### config.mk
export PLATFORM = sky130hd
export DESIGN_NAME = peri1_reg_arb
export DESIGN_NICKNAME = d
export VERILOG_FILES = /design/src/rtl/peri1_reg_arb.sv
export SDC_FILE = /design/constraint.sdc
export NUM_CORES = 1
export LEC_CHECK = 0
export BUFFER_PORTS_ARGS = -buffer_cell sky130_fd_sc_hd__buf_2
export CORE_AREA = 2 2 98 100
export CTS_BUF_LIST = sky130_fd_sc_hd__clkbuf_8
export DETAILED_ROUTE_END_ITERATION = 6
export DIE_AREA = 0 0 100 102
export PLACE_DENSITY_LB_ADDON = 0.2
export SETUP_SLACK_MARGIN = 0.05
export SLEW_MARGIN = 20
export SYNTH_ARGS = -nofsm -noshare
export SYNTH_HDL_FRONTEND = slang
export SYNTH_SLANG_ARGS = --single-unit
export TNS_END_PERCENT = 50
### constraint.sdc
create_clock -name mclk -period 7.2 [get_ports mclk]
set_input_delay 2.16 -clock mclk [delete_from_list [all_inputs] [get_ports mclk]]
set_output_delay 2.16 -clock mclk [all_outputs]
set_load 0.01 [all_outputs]
### src/rtl/peri1_reg_arb.sv
// Round-robin arbiter sharing the peripheral-1 register bus between the wishbone
// bridge (requester 0) and the core peripheral path (requester 1), with a watchdog timeout.
module peri1_reg_arb #(
    parameter int          TIMEOUT_CYC = 255,
    parameter logic [31:0] ERR_RDATA   = 32'hFFFF_FFFF
) (
    input  logic        mclk,
    input  logic        reset,
    input  logic        m0_reg_cs,
    input  logic        m0_reg_wr,
    input  logic [10:0] m0_reg_addr,
    input  logic [31:0] m0_reg_wdata,
    input  logic [3:0]  m0_reg_be,
    output logic [31:0] m0_reg_rdata,
    output logic        m0_reg_ack,
    input  logic        m1_reg_cs,
    input  logic        m1_reg_wr,
    input  logic [10:0] m1_reg_addr,
    input  logic [31:0] m1_reg_wdata,
    input  logic [3:0]  m1_reg_be,
    output logic [31:0] m1_reg_rdata,
    output logic        m1_reg_ack,
    output logic        s_reg_cs,
    output logic        s_reg_wr,
    output logic [10:0] s_reg_addr,
    output logic [31:0] s_reg_wdata,
    output logic [3:0]  s_reg_be,
    input  logic [31:0] s_reg_rdata,
    input  logic        s_reg_ack,
    input  logic        err_clr,
    output logic [1:0]  err_sts
);
    localparam int CW = $clog2(TIMEOUT_CYC);

    typedef enum logic {IDLE = 1'b0, BUSY = 1'b1} state_t;

    state_t        state;
    logic          gnt;
    logic          last_gnt;
    logic [CW-1:0] cnt;

    logic        busy;
    logic        sel_cs;
    logic        ack_ok;
    logic        ack_to;
    logic        abort;
    logic        cpl;
    logic [31:0] cpl_rdata;
    logic [1:0]  err_set;

    assign busy   = (state == BUSY);
    assign sel_cs = gnt ? m1_reg_cs : m0_reg_cs;

    // A slave ack on the last watchdog cycle takes precedence over the timeout.
    assign ack_ok = busy && s_reg_ack;
    assign ack_to = busy && sel_cs && !s_reg_ack && (cnt == CW'(TIMEOUT_CYC - 1));
    assign abort  = busy && !sel_cs && !s_reg_ack;
    assign cpl    = ack_ok || ack_to;

    assign cpl_rdata = ack_ok ? s_reg_rdata : ERR_RDATA;
    assign err_set   = {ack_to && gnt, ack_to && !gnt};

    assign m0_reg_ack   = cpl && !gnt;
    assign m1_reg_ack   = cpl && gnt;
    assign m0_reg_rdata = m0_reg_ack ? cpl_rdata : '0;
    assign m1_reg_rdata = m1_reg_ack ? cpl_rdata : '0;

    // Slave side is a straight mux of the granted requester, forced to zero outside BUSY.
    assign s_reg_cs    = busy && sel_cs;
    assign s_reg_wr    = busy && (gnt ? m1_reg_wr : m0_reg_wr);
    assign s_reg_addr  = busy ? (gnt ? m1_reg_addr  : m0_reg_addr)  : '0;
    assign s_reg_wdata = busy ? (gnt ? m1_reg_wdata : m0_reg_wdata) : '0;
    assign s_reg_be    = busy ? (gnt ? m1_reg_be    : m0_reg_be)    : '0;

    always_ff @(posedge mclk or posedge reset) begin
        if (reset) begin
            state    <= IDLE;
            gnt      <= 1'b0;
            last_gnt <= 1'b1;
            cnt      <= '0;
            err_sts  <= '0;
        end else begin
            // Clear and set in the same cycle: set wins.
            err_sts <= (err_clr ? 2'b00 : err_sts) | err_set;
            case (state)
                IDLE: begin
                    if (m0_reg_cs || m1_reg_cs) begin
                        state <= BUSY;
                        cnt   <= '0;
                        gnt   <= (m0_reg_cs && m1_reg_cs) ? !last_gnt : m1_reg_cs;
                    end
                end
                BUSY: begin
                    if (cpl || abort) begin
                        state    <= IDLE;
                        last_gnt <= gnt;
                    end else begin
                        cnt <= cnt + CW'(1);
                    end
                end
                default: state <= IDLE;
            endcase
        end
    end
endmodule

* Word-level counts from Yosys, hierarchy flattened
Index checks and enable logic that the tools add are counted.
Cells by class: $add $sub $neg 1, equality and inequality tests 3, muxes and demuxes 19, bitwise logic cells 2, reduce and logical (&&, ||, !) cells 22
Operators by type and width (count):
- 2-to-1 mux 32 bit | 5
- 2-to-1 mux 11 bit | 2
- 2-to-1 mux 8 bit | 2
- one-hot mux 8 bit (2 select lines) | 1
- logical AND 1 bit | 12
- adder 8 x 1 -> 8 bit (second input constant) | 1
- equality test 8 bit (second input constant) | 1
- 2-to-1 mux 4 bit | 2
- AND reduction 2 bit | 3
- 2-to-1 mux 1 bit | 5
- logical NOT 1 bit | 4
- != test 2 bit (second input constant) | 2
- logical OR 1 bit | 3
- 2-to-1 mux 2 bit | 1
- OR 2 bit | 1
- one-hot mux 1 bit (2 select lines) | 1
- inverter 1 bit | 1
Storage, ports and cells: flip-flop bits (word level) 13, input port bits 134, output and inout bits 117, word-level logic and storage cells 52

* Longest topological paths before layout
Gate-level depths: netlist of run 1.
depth in word-level cells 8, depth in mapped cells 7, depth with buffers taken out 6

* Worst setup path before layout of run 1
OpenSTA, ideal clock, no wires.
kind input to output, start in s_reg_ack, end out m0_reg_rdata[22], data arrival time 3198 ps, required time 5040 ps, path slack 1842 ps, stages 5, path buffers 1, cell sequence and4b_1 > nand4_4 > a21oi_4 > buf_6 > o21a_1
Between the ends: word-level cells in the longest chain between the ends 6, elaborated cells on any way between the ends 8, classes of those cells 2 x mux; 6 x reduce/logical
Ends and longest elaborated chain:
- start: declaration | RTL line 29 | input logic s_reg_ack,
- logical NOT 1 bit | RTL line 56 | assign ack_to = busy && sel_cs && !s_reg_ack && (cnt == CW'(TIMEOUT_CYC - 1));
- logical AND 1 bit (2 in series) | RTL line 56
- logical OR 1 bit (*) | RTL line 58 | assign cpl = ack_ok || ack_to;
- logical AND 1 bit (*) | RTL line 63 | assign m0_reg_ack = cpl && !gnt;
- named net m0_reg_ack | RTL line 15 | output logic m0_reg_ack,
- 2-to-1 mux 32 bit (*) | RTL line 65 | assign m0_reg_rdata = m0_reg_ack ? cpl_rdata : '0;
- end: declaration | RTL line 14 | output logic [31:0] m0_reg_rdata,
Mark *: on every way through the listed nets, which the timed path passes. The rest lies on a longest branch.

* Worst setup path in the final report of run 1
start in s_reg_ack, end out m1_reg_rdata[19]
Between the ends: word-level cells in the longest chain between the ends 6, elaborated cells on any way between the ends 8, classes of those cells 2 x mux; 6 x reduce/logical
Ends and longest elaborated chain:
- logical NOT 1 bit | RTL line 56
- logical AND 1 bit (2 in series) | RTL line 56
- logical OR 1 bit | RTL line 58
- logical AND 1 bit | RTL line 64 | assign m1_reg_ack = cpl && gnt;
- 2-to-1 mux 32 bit (*) | RTL line 66 | assign m1_reg_rdata = m1_reg_ack ? cpl_rdata : '0;
- end: declaration | RTL line 21 | output logic [31:0] m1_reg_rdata,
Mark *: on every way between the ends. The rest lies on a longest branch, timed or not.

==> impl_metrics.json, run 1 <==
{
  "htree_levels": 1,
  "critPathBufInv": 2,
  "path_max_fanout": 33,
  "path_common_cell": "buf_2",
  "numCtsBuffers": 3,
  "startpoint_type": "input port",
  "cts_buffer_depth": 2,
  "grt_usage": 0.1475,
  "num_rows": 35,
  "syn2layout_area_growth_pct": 62.79,
  "setup.worst_path.end_class": "primary output",
  "die_area_um2": 10200,
  "first_pass_iters": 4,
  "start_util": 0.2271,
  "tns_ps": 0,
  "synthCells": 265,
  "clkLatencyLatePin_ps": 250,
  "gp_congestion": 0.8344,
  "synth_area_um2": 2068,
  "finalMaxSlewViolations": 0,
  "fp.dieW_um": 100,
  "arrival_ps": 3860,
  "final.min_clock_period_ps": 6025,
  "io_buffers": 250,
  "fin_util": 0.3696,
  "fillers": 972,
  "final_hold_viol_count": 0,
  "io_pins": 251,
  "vdd_drop_max_mv": 0.1510,
  "antenna_left": 0,
  "seq_area_frac_synth": 0.1579,
  "drt_iter0_markers": 65,
  "max_freq_mhz": 166.0,
  "routed_via_density": 4.616,
  "vias": 2802,
  "core_area_um2": 9109,
  "remaining_drc_errors": 0,
  "synth.avg_cell_area_um2": 7.805,
  "grt_max_degree": 65,
  "cts_tree": "done",
  "yosysWarnings": 0,
  "worst_pin_slew_ps": 879.4,
  "dr_wl_met2_um": 4460,
  "postCtsResizedCells": 0,
  "clkTransAtPathRegs_ps": 60,
  "post_cts_buffers": 0,
  "cp_slowest_stage_delay_ps": 700,
  "syn-num-nets": 401,
  "wl_met3_um": 757,
  "p_leak_uw": 0.002029,
  "die_y_um": 102,
  "fin_skew_ps": 0.9568,
  "holdBufCountCts": 0,
  "wl_per_cell_um": 14.03,
  "num-nets-final": 633,
  "drt-met1-wl_um": 3254,
  "clock_sinks": 13,
  "rsz0062_at_grt": "false",
  "cap_violations": 0,
  "required_ps": 5040,
  "dpl.hpwl_um": 7035,
  "drt_wl_total_um": 8514,
  "path_class": "input port to primary output",
  "first_global_vias": 2543,
  "slew_headroom": 0.4137,
  "power_density_nw_per_um2": 269.1,
  "crit_chain": "buf_2 -> and4b_1 -> nand4_4 -> a21oi_4 -> o21a_1 -> buf_2",
  "grt_pass1_wl_um": 12270,
  "synth_seq_cells": 13,
  "status": "complete, no violations",
  "fin_crit_sh": 0.8367,
  "root_buffer": "clkbuf_8",
  "synth.distinct_cells": 33,
  "top_layer_used": "met4",
  "drive_gt1_frac": 0.5403,
  "antenna_found_initial": 0,
  "hp-class": "register to register",
  "crit_path_top_delay_cell": "a21oi_4",
  "critPathTopFamily": "compound AO/OA/AOI/OAI gates",
  "grt_overflow": 0,
  "diodes": 0,
  "setup_violations": 0
}
## per-layer routing
metal / vias up / global-route usage
li1: 1403 / -
met1: 1226 / 0.1677
met2: 169 / 0.2885
met3: 4 / 0.03215
met4: 0 / 0.02002
met5: - / 0
## area by class of cell
cell class,count,area [um^2],share of cell area
multi-input cells,218,1555,0.4619
repair buffers,252,1266,0.3761
flip-flops and latches,13,327.8,0.09736
well taps,111,138.9,0.04125
clock buffers,3,41.29,0.01226
inverters,9,33.78,0.01003
clock inverters,1,3.754,0.001115
## power breakdown
| part | switching, uW | internal, uW | total [uW] | leakage [uW] |
|---|---|---|---|---|
| registers | 23.8 | 92.5 | 116 | 0.000171 |
| clock network | 27.9 | 37.7 | 65.6 | 0.0000269 |
| logic | 408 | 316 | 724 | 0.00183 |
## placed cells by master (no fill, tap or decap), types with 3 or more instances in the layout
cell,n
mux2i_1,50
dfrtp_1,11
a31o_1,3
a21o_1,3
o21a_1,64
nand2_1,11
nand3_1,6
buf_2,250
nor2_1,54
clkbuf_8,3
inv_1,8
## worst register-to-register path: cells and delay by family (launching register included)
kind / cells / cell delay (ps)
AOI/OAI and AO/OA: 2 / 450
muxes: 1 / 330
DFF: 1 / 340
buffers and inverters: 2 / 810
and+or+nand+nor: 1 / 120
## final timing paths
kind	startpoint	end	slack, ps	cells past startpoint
max	s_reg_ack	m1_reg_rdata[19]	1180	6
min	err_sts[1]$_DFF_PP0_	err_sts[1]$_DFF_PP0_	530	2
max reg2reg	gnt$_DFFE_PP0P_	cnt[5]$_DFFE_PP0P_	5030	6
min reg2reg	err_sts[1]$_DFF_PP0_	err_sts[1]$_DFF_PP0_	530	2
max in group asynchronous	reset	gnt$_DFFE_PP0P_	4880	2
min in group asynchronous	reset	cnt[6]$_DFFE_PP0P_	1940	2
## synth_stat cells, drive strengths merged
cell type	number	area (um^2)
dfrtp	12	300.3
a32o	1	10.01
a21oi	4	50.05
o21bai	1	7.510
and4b	1	10.01
buf	15	117.6
mux2	2	26.27
o21ai	2	10.01
o21a	64	480.5
a221o	1	10.01
or3	1	6.260
nor2	54	202.7
and3	1	6.260
mux2i	50	500.5
nand3	6	30.03
and4	1	10.01
nand2	12	45.04
o22ai	2	12.51
a21o	3	22.52
dfstp	1	26.28
nand4	1	21.27
nor3	2	10.01
a31o	3	26.28
o41ai	2	17.52
inv	9	33.79
a31oi	2	12.51
clkbuf	10	37.54
ha	2	25.02
## sequential cells by signal (all words and copies together) (netlist names)
name      flops
last_gnt      1
busy          1
err_sts       2
gnt           1
cnt           8
## kinds of logic (layout without fill, tap and decap cells)
kind of cell,Yosys count,after routing,synth area share
simple gates,79,79,0.1652
compound gates,85,85,0.3188
flops,13,13,0.1579
mux,52,52,0.2547
fa+ha+maj,2,2,0.01210
buf+inv,34,265,0.09135
## metrics by stage
stage | total power (uW) | worst slack (ps) | hold WS, ps | instances | instance area [um^2]
CTS | 920.6 | 1154 | 539.8 | 607 | 3367
detailed placement | 851.2 | 1159 | 530.1 | 603 | 3322
global placement | 847.6 | 1185 | 520.0 | 603 | 3322
global route | 985.9 | 1015 | 574.9 | 607 | 3367
finish | 906.1 | 1175 | 528.9 | 607 | 3367
floorplan | 612.6 | 1842 | 499.5 | 265 | 2068
No activity file was read; power rests on OpenSTA's default activity.
==> inputs of run 2 (changes only) <==
Clock period 7.2 ns to 4.85 ns, I/O delays scaled along.
==> run 2 against run 1 <==
Critical path depth rose by 1. Clock power rose by 50%. Routed wire length rose by 0.31%. Cell area rose by 0.45%. Sequential share of layout area barely moved. Non-clock buffer count rose by 2. Total power rose by 49%. First-iteration DRC count rose by 140%. Sequential power rose by 52%. Combinational power rose by 49%. Critical path type unchanged.
==> impl_metrics.json, run 2 (synthesis gave the netlist of run 1 again) <==
{
  "io_pins": 251,
  "clkTransAtPathRegs_ps": 60,
  "cts_buffer_depth": 2,
  "top_register": "cnt",
  "crit_start": "s_reg_ack",
  "grt_pass1_wl_um": 11820,
  "switching_share": 0.5079,
  "rsz0062_at_grt": "false",
  "clockPowerShare": 0.073,
  "antenna_found_initial": 0,
  "layout_top_registers": "cnt: 8 flops, err_sts: 2 flops",
  "first_global_vias": 2406,
  "path_class": "input port to primary output",
  "r2r-start": "cnt[0]$_DFFE_PP0P_",
  "num_rows": 35,
  "cp.depth": 7,
  "final_common_cell": "buf_2",
  "fp.dieW_um": 100,
  "crit_path_end": "m0_reg_rdata[19]",
  "dp_slack_ps": 465.3,
  "worst_pin_slew_ps": 867.1,
  "power.total_uw": 1351,
  "critPathTopFamily": "buffers and inverters",
  "post_cts_buffers": 0,
  "critPathBufInv": 3,
  "grt_max_degree": 65,
  "crit_path_top_delay_cell": "and4b_1",
  "gp_congestion": 0.7819,
  "fin_skew_ps": 4.644,
  "setup_violations": 0,
  "drive_gt1_frac": 0.5422,
  "final_cell_mix": "250 x buf_2, 64 x o21a_1, 54 x nor2_1, 50 x mux2i_1",
  "path_max_fanout": 33,
  "final_hold_viol_count": 0,
  "diodes": 0,
  "timing.final.ws_setup_ps": 472.2,
  "num-nets-final": 635,
  "antenna_left": 0,
  "postCtsResizedCells": 0,
  "syn2layout_area_growth_pct": 63.52,
  "stdcell_area_um2": 3382,
  "max_freq_mhz": 228.4,
  "setup.worst_path.end_class": "primary output",
  "drt_wl_total_um": 8540,
  "drt_iter0_markers": 158,
  "htree_levels": 1,
  "dpl.hpwl_um": 6959,
  "status": "complete, no violations",
  "routed_via_density": 4.621,
  "tns_ps": 0,
  "fin_crit_sh": 0.9026,
  "start_util": 0.2271,
  "grt_overflow": 0,
  "post_dp_cell_area_um2": 3337,
  "die_area_um2": 10200,
  "first_pass_iters": 4,
  "p_int_uw": 665.0,
  "finalMaxSlewViolations": 0,
  "startpoint_type": "input port",
  "wl_per_cell_um": 14.02,
  "remaining_drc_errors": 0,
  "required_ps": 3390,
  "crit_chain": "buf_2 -> and4b_1 -> nand4_4 -> a21oi_4 -> buf_4 -> o21a_1 -> buf_2",
  "fin_util": 0.3713,
  "numCtsBuffers": 3,
  "cap_violations": 0,
  "r2r_setup_slack_ps": 3000,
  "io_buffers": 250,
  "largest_reg_flops": 8,
  "grt_usage": 0.1420,
  "path_common_cell": "buf_2",
  "core_area_um2": 9109,
  "root_buffer": "clkbuf_8",
  "power_density_nw_per_um2": 399.6,
  "vias": 2814,
  "vdd_drop_max_mv": 0.2214,
  "holdBufCountCts": 0,
  "clkLatencyLatePin_ps": 250,
  "slew_headroom": 0.4219,
  "power_frac_comb": 0.797,
  "clock_sinks": 13,
  "cts_tree": "done",
  "power_frac_seq": 0.130,
  "final.min_clock_period_ps": 4378,
  "p_leak_uw": 0.002039,
  "cp_slowest_stage_delay_ps": 350,
  "r2r_end": "cnt[5]$_DFFE_PP0P_",
  "ff2ff_path_depth": 6,
  "die_y_um": 102,
  "hp-class": "register to register",
  "arrival_ps": 2920,
  "p_switching_uw": 686.4
}
==> run 2: worst min-delay path by stage <==
stage,from,to,depth (start not counted)
final,err_sts[1]$_DFF_PP0_,err_sts[1]$_DFF_PP0_,2
after global placement,err_sts[1]$_DFF_PP0_,err_sts[1]$_DFF_PP0_,2
after detailed placement,err_sts[1]$_DFF_PP0_,err_sts[1]$_DFF_PP0_,2
after floorplan,cnt[2]$_DFFE_PP0P_,cnt[2]$_DFFE_PP0P_,1
after CTS,err_sts[1]$_DFF_PP0_,err_sts[1]$_DFF_PP0_,2
after global routing,err_sts[1]$_DFF_PP0_,err_sts[1]$_DFF_PP0_,2
==> run 2: power groups by stage <==
| stage | registers, uW | clock network, uW | logic, uW |
|---|---|---|---|
| 3_3_place_gp | 176 | 0 | 1090 |
| 2_1_floorplan | 156 | 0 | 753 |
| 6_report | 176 | 98.6 | 1080 |
| 3_5_place_dp | 177 | 0 | 1090 |
| 4_1_cts | 175 | 102 | 1090 |
| 5_1_grt | 181 | 108 | 1180 |
==> run 2: metrics by stage <==
step                hold WS, ps  std cells
global route              574.9        609
global placement          521.1        605
CTS                       543.9        609
floorplan                 499.5        265
detailed placement        534.8        605
finish                    541.9        609
==> run 2: per-layer routing <==
metal	vias to the layer above	GRT usage	part of all wire
li1	1408	-	-
met1	1232	0.1697	0.40
met2	167	0.2729	0.51
met3	7	0.02531	0.080
met4	0	0.01686	0.0067
met5	-	0	0
==> run 2: worst reg2reg max path: stages, from the launching register on <==
cell	delay [ps]
dfrtp_1	420
inv_1	60
ha_1	190
and4b_1	260
a21oi_2	290
a21oi_2	150
a221o_1	360
==> run 2: area by class of cell <==
class                      instances  area, um^2
clock buffer                       3       41.29
clock inverter                     1       3.754
fill                             960        5727
inverter                           9       33.78
multi-input combinational        218        1555
sequential                        13       327.8
tap                              111       138.9
timing repair buffer             254        1281
